### src/rtl/axi_eth_tx_arb_pkg.sv
// Shared Ethernet TX constants and the header byte-select helper.
package axi_eth_tx_arb_pkg;

  localparam logic [15:0] ETHERTYPE_ARP  = 16'h0806;
  localparam logic [15:0] ETHERTYPE_IPV4 = 16'h0800;
  localparam int          ETH_HDR_LEN    = 14;
  localparam int          ETH_MIN_FRAME  = 60;
  localparam int          CNT_W          = 11;

  // Header is {dst(6), src(6), ethertype(2)}, emitted MSB first.
  function automatic logic [7:0] hdr_byte(input logic [111:0] hdr, input logic [3:0] idx);
    return hdr[8*(ETH_HDR_LEN-1-int'(idx)) +: 8];
  endfunction

endpackage

### src/rtl/axi_eth_tx_arb.sv
// Round-robin ARP/IPv4 TX arbiter that frames the granted payload with an
// Ethernet header and zero-pads short frames to the minimum length.
module axi_eth_tx_arb
  import axi_eth_tx_arb_pkg::*;
#(
  parameter logic [23:0] MAC_MSB   = 24'h010203,
  parameter logic [23:0] MAC_LSB   = 24'h040506,
  parameter int          MIN_FRAME = ETH_MIN_FRAME
) (
  input  logic        clk,
  input  logic        reset,
  input  logic [7:0]  arp_axis_tdata,
  input  logic        arp_axis_tvalid,
  input  logic        arp_axis_tlast,
  output logic        arp_axis_tready,
  input  logic [47:0] arp_dst_mac,
  input  logic [7:0]  ip_axis_tdata,
  input  logic        ip_axis_tvalid,
  input  logic        ip_axis_tlast,
  output logic        ip_axis_tready,
  input  logic [47:0] ip_dst_mac,
  output logic [7:0]  mac_axis_tdata,
  output logic        mac_axis_tvalid,
  output logic        mac_axis_tlast,
  input  logic        mac_axis_tready,
  output logic        busy
);

  typedef enum logic [1:0] {S_IDLE, S_HEADER, S_PAYLOAD, S_PAD} state_t;

  typedef struct packed {
    state_t           state;
    logic [3:0]       index;
    logic [CNT_W-1:0] count;
    logic             grant;
    logic             last_grant;
    logic [47:0]      dst_mac;
    logic [15:0]      ethertype;
  } reg_t;

  localparam logic GNT_ARP = 1'b0;
  localparam logic GNT_IP  = 1'b1;

  localparam logic [CNT_W-1:0] CNT_MAX   = '1;
  localparam logic [CNT_W-1:0] PAD_LAST  = CNT_W'(MIN_FRAME - 1);
  localparam logic [CNT_W:0]   MIN_WIDE  = (CNT_W+1)'(MIN_FRAME);

  // last_grant resets to IP so that ARP wins the first simultaneous request.
  localparam reg_t R_RST = '{
    state:      S_IDLE,
    index:      4'd0,
    count:      '0,
    grant:      GNT_ARP,
    last_grant: GNT_IP,
    dst_mac:    48'd0,
    ethertype:  16'd0
  };

  reg_t r_reg;
  reg_t w_next;

  logic             w_src_valid;
  logic [7:0]       w_src_data;
  logic             w_src_last;
  logic             w_pick;
  logic             w_long_enough;
  logic [CNT_W-1:0] w_count_inc;
  logic [111:0]     w_hdr;

  // Granted-source view used by the payload pass-through.
  assign w_src_valid = (r_reg.grant == GNT_IP) ? ip_axis_tvalid : arp_axis_tvalid;
  assign w_src_data  = (r_reg.grant == GNT_IP) ? ip_axis_tdata  : arp_axis_tdata;
  assign w_src_last  = (r_reg.grant == GNT_IP) ? ip_axis_tlast  : arp_axis_tlast;

  // Round-robin on a tie, otherwise whichever single source is requesting.
  assign w_pick = (arp_axis_tvalid && ip_axis_tvalid) ? ~r_reg.last_grant
                : (ip_axis_tvalid ? GNT_IP : GNT_ARP);

  // True when the byte being accepted now brings the frame to minimum size.
  assign w_long_enough = ({1'b0, r_reg.count} + (CNT_W+1)'(1)) >= MIN_WIDE;
  assign w_count_inc   = (r_reg.count == CNT_MAX) ? CNT_MAX : r_reg.count + 1'b1;
  assign w_hdr         = {r_reg.dst_mac, MAC_MSB, MAC_LSB, r_reg.ethertype};

  // State register with synchronous reset override.
  always_ff @(posedge clk) begin
    if (reset) begin
      r_reg <= R_RST;
    end else begin
      r_reg <= w_next;
    end
  end

  // Next-state: arbitration, header index, byte count and frame sequencing.
  always_comb begin
    w_next = r_reg;
    case (r_reg.state)
      S_IDLE: begin
        if (arp_axis_tvalid || ip_axis_tvalid) begin
          w_next.grant      = w_pick;
          w_next.last_grant = w_pick;
          w_next.dst_mac    = (w_pick == GNT_IP) ? ip_dst_mac : arp_dst_mac;
          w_next.ethertype  = (w_pick == GNT_IP) ? ETHERTYPE_IPV4 : ETHERTYPE_ARP;
          w_next.index      = 4'd0;
          w_next.count      = '0;
          w_next.state      = S_HEADER;
        end
      end
      S_HEADER: begin
        if (mac_axis_tready) begin
          w_next.index = r_reg.index + 4'd1;
          w_next.count = w_count_inc;
          if (r_reg.index == 4'(ETH_HDR_LEN - 1)) begin
            w_next.state = S_PAYLOAD;
          end
        end
      end
      S_PAYLOAD: begin
        if (w_src_valid && mac_axis_tready) begin
          w_next.count = w_count_inc;
          if (w_src_last) begin
            w_next.state = w_long_enough ? S_IDLE : S_PAD;
          end
        end
      end
      S_PAD: begin
        if (mac_axis_tready) begin
          w_next.count = w_count_inc;
          if (r_reg.count >= PAD_LAST) begin
            w_next.state = S_IDLE;
          end
        end
      end
      default: w_next = R_RST;
    endcase
  end

  // Outputs: header/pad come from registered state, payload is a pass-through.
  always_comb begin
    mac_axis_tdata  = 8'h00;
    mac_axis_tvalid = 1'b0;
    mac_axis_tlast  = 1'b0;
    arp_axis_tready = 1'b0;
    ip_axis_tready  = 1'b0;
    busy            = (r_reg.state != S_IDLE);
    case (r_reg.state)
      S_HEADER: begin
        mac_axis_tvalid = 1'b1;
        mac_axis_tdata  = hdr_byte(w_hdr, r_reg.index);
      end
      S_PAYLOAD: begin
        mac_axis_tvalid = w_src_valid;
        mac_axis_tdata  = w_src_data;
        mac_axis_tlast  = w_src_valid && w_src_last && w_long_enough;
        arp_axis_tready = (r_reg.grant == GNT_ARP) && mac_axis_tready;
        ip_axis_tready  = (r_reg.grant == GNT_IP) && mac_axis_tready;
      end
      S_PAD: begin
        mac_axis_tvalid = 1'b1;
        mac_axis_tlast  = (r_reg.count >= PAD_LAST);
      end
      default: ;
    endcase
  end

endmodule

### config.mk
export PLATFORM = sky130hd
export DESIGN_NAME = axi_eth_tx_arb
export DESIGN_NICKNAME = d
export VERILOG_FILES = /design/src/rtl/axi_eth_tx_arb_pkg.sv /design/src/rtl/axi_eth_tx_arb.sv
export SDC_FILE = /design/constraint.sdc
export NUM_CORES = 1
export LEC_CHECK = 0
export BUFFER_PORTS_ARGS = -buffer_cell sky130_fd_sc_hd__buf_2
export CORE_MARGIN = 4
export CORE_UTILIZATION = 35
export CTS_CLUSTER_DIAMETER = 120
export DETAILED_ROUTE_END_ITERATION = 8
export GPL_TIMING_DRIVEN = 0
export PLACE_DENSITY = 0.69
export SYNTH_ARGS = -nofsm -noshare
export SYNTH_HDL_FRONTEND = slang
export SYNTH_SLANG_ARGS = --single-unit
### constraint.sdc
create_clock -name clk -period 7.1 [get_ports clk]
set_input_delay 2.13 -clock clk [delete_from_list [all_inputs] [get_ports clk]]
set_output_delay 2.13 -clock clk [all_outputs]
set_load 0.02 [all_outputs]
==> impl_metrics.py <==
metrics = {
    "critical_path": {
        "endpoint_kind": "primary output",
        "path_cells": "buf_2, mux2_2, a32o_1, o21a_1, buf_2",
        "cp_slowest_stage_delay_ps": 290,
        "crit_fanout": 1,
        "worstReg2RegStart": "r_reg[82]",
        "path_buf_inv": 2,
        "cpLargestDelayFamily": "compound AO/OA/AOI/OAI gates",
        "cp-start-kind": "input port",
        "cpMaxStageDelayCell": "mux2_2",
        "cp.required_ps": 4970,
        "cp_num_cells": 5,
        "crit_start": "ip_axis_tdata[3]",
        "critPathMostFrequentCell": "buf_2",
        "reg2reg_depth": 9,
        "critical_path_class": "in2out",
        "arrival_ps": 3100,
    },
    "logic_synthesis": {
        "syn_area_um2": 3920,
        "yosysUniqueCellTypes": 66,
        "synth-edff-count": 0,
        "synthCells": 444,
        "syn_avg_cell_area_um2": 8.83,
        "synth-main-ff-cell": "dfxtp_1",
        "synth_top_cells_by_area": "dfxtp_1, a222oi_1, nor2_1",
        "async_flop_share_pct": 0,
        "yosys_warnings": 0,
        "yosys.area.top_type": "dfxtp_1",
        "synth_top_cell_area_share_pct": 35.2,
        "syn-num-nets": 573,
        "ys_ff_latch": 69,
        "ys_seq_area_share_pct": 35.2,
    },
    "floorplan": {
        "die-area_um2": 13000,
        "fp.coreArea_um2": 10900,
        "die_h_um": 114,
        "floorplan.initialDensity_pct": 36.0,
        "io_pins": 132,
        "row_count": 38,
        "die_w_um": 114,
    },
    "clock_network": {
        "cts_max_path_buffers": 2,
        "post_cts_buffers": 0,
        "cts_hold_buffers": 0,
        "cts_htree_levels": 3,
        "cts.clk_slew.worst_paths_ps": 80,
        "ctsResizeCount": 0,
        "clock-sinks": 69,
        "root_buffer": "clkbuf_8",
        "cts_tree": "built",
        "clock_latency_ps": 350,
        "cts_buffers": 9,
    },
    "routing": {
        "drt-wirelength-per-cell_um": 18.0,
        "first_pass_iters": 6,
        "num_vias": 4216,
        "drt_wl_total_um": 13100,
        "ant_nets": 0,
        "route.detailed.drc": 0,
        "post_drt_via_cell_ratio": 5.78,
        "drt-initial-drc-count": 444,
    },
    "final_layout": {
        "nNetsFinal": 714,
        "largest_reg_flops": 69,
        "synthToLayoutAreaGrowth_pct": 26.0,
        "post-route-util_pct": 45.4,
        "drive_above_1_share_pct": 31.7,
        "diodes": 0,
    },
    "power_and_ir_drop": {
        "power.density_nw_per_um2": 311,
        "ir_worst_vdd_mv": 0.134,
        "power_mw": 1.54,
        "p_leak_nw": 2.11,
    },
    "timing": {
        "hold_viol": 0,
        "drv_slew": 0,
        "fin_crit_sh_pct": 73.7,
        "slew_headroom_pct": 43.2,
        "setup_viol": 0,
        "rsz0062_at_grt": "false",
        "setup_tns_ps": 0,
        "fin_skew_ps": 8.73,
        "worst_pin_slew_ps": 849,
        "whs_ps": 454,
        "fin_crit_ps": 5230,
        "fmax_mhz": 191,
    },
    "grt": {
        "grt_pass1_wl_um": 20400,
        "grt_max_degree": 12,
        "antenna_found_initial": 0,
        "grt_pass1_vias": 4055,
        "gr-usage-all-layers_pct": 19.9,
        "overflow": 0,
    },
    "run_status": {
        "status": "finished clean",
    },
    "worst_hold_path": {
        "hold_path.startpoint": "r_reg[11]",
        "hp-class": "reg2reg",
        "min_path_cells": 2,
    },
    "placement": {
        "dp_hpwl_um": 10200,
        "gp_congestion": 0.966,
        "port-buffer-count": 130,
    },
    "flow_run": {
        "cap_viol_max_count": 0,
    },
}
## layout make-up
class	count	area [µm²]
fillers	1076	5950
clock buffers	12	145
well taps	140	175
repair buffers	130	651
plain buffers	40	209
clock inverters	4	47.5
flip-flops and latches	69	1380
inverters	12	45.0
multi-input cells	323	2290
## report_power, final
group          total, mW  internal, mW  leakage (nW)  switching [mW]
logic              0.693         0.275          1.45           0.418
registers          0.523         0.467         0.566          0.0561
clock network      0.322         0.171        0.0964           0.151
## worst paths after layout
kind / endpoint / slack [ps]
setup / recovery: mac_axis_tdata[3] / 1870
hold / removal: r_reg[11] / 450
setup reg to reg: r_reg[63] / 4870
hold reg to reg: r_reg[11] / 450
## placed cells by master, fill, tap and decap left out, types with 11 or more instances in the layout
cell type and instances:
a31oi_1 13, mux2i_1 20, clkbuf_1 25, dfxtp_1 69, o21ai_0 16, nor2_1 68, a222oi_1 48, buf_2 137
nand3_1 11, a21oi_1 28, nand2_1 19, inv_1 11, mux2_2 11
## kinds of logic after synthesis
| family | after synthesis | share of synthesized area (%) |
|---|---|---|
| AOI/OAI and AO/OA | 141 | 28.9 |
| xor gates and xnor gates | 3 | 0.861 |
| adders and majority gates | 10 | 3.19 |
| buffers and inverters | 52 | 6.47 |
| DFF | 69 | 35.2 |
| muxes | 32 | 8.84 |
| and+or+nand+nor | 137 | 16.6 |
## stage by stage
step,cell area [µm²],instances,setup slack [ps]
after floorplan,3920,444,2140
after global placement,4750,714,1890
after detailed placement,4750,714,1880
after CTS,4940,730,1870
after global routing,4940,730,1820
final,4940,730,1870
## per-layer routing
metal | vias up | track usage (%) | wire, µm
li1 | 2003 | - | -
met1 | 1990 | 25.9 | 5660
met2 | 194 | 32.8 | 6140
met3 | 29 | 4.46 | 1010
met4 | 0 | 6.10 | 325
met5 | - | 0 | 0
## worst min-delay path: cells and delay by family (launching register included)
family / cells / cell delay, ps
DFF: 1 / 320
AOI/OAI and AO/OA: 1 / 50
buffers and inverters: 1 / 50
## cells in the mapped netlist, drive strengths merged, types with 10 or more instances
library cell / number
o21ai: 18
a31oi: 13
nand3: 13
clkbuf: 24
a21oi: 28
ha: 10
buf: 16
a222oi: 48
inv: 11
dfxtp: 69
mux2: 11
nor2: 69
mux2i: 20
nand2: 19
(Power assumes the default switching activity.)
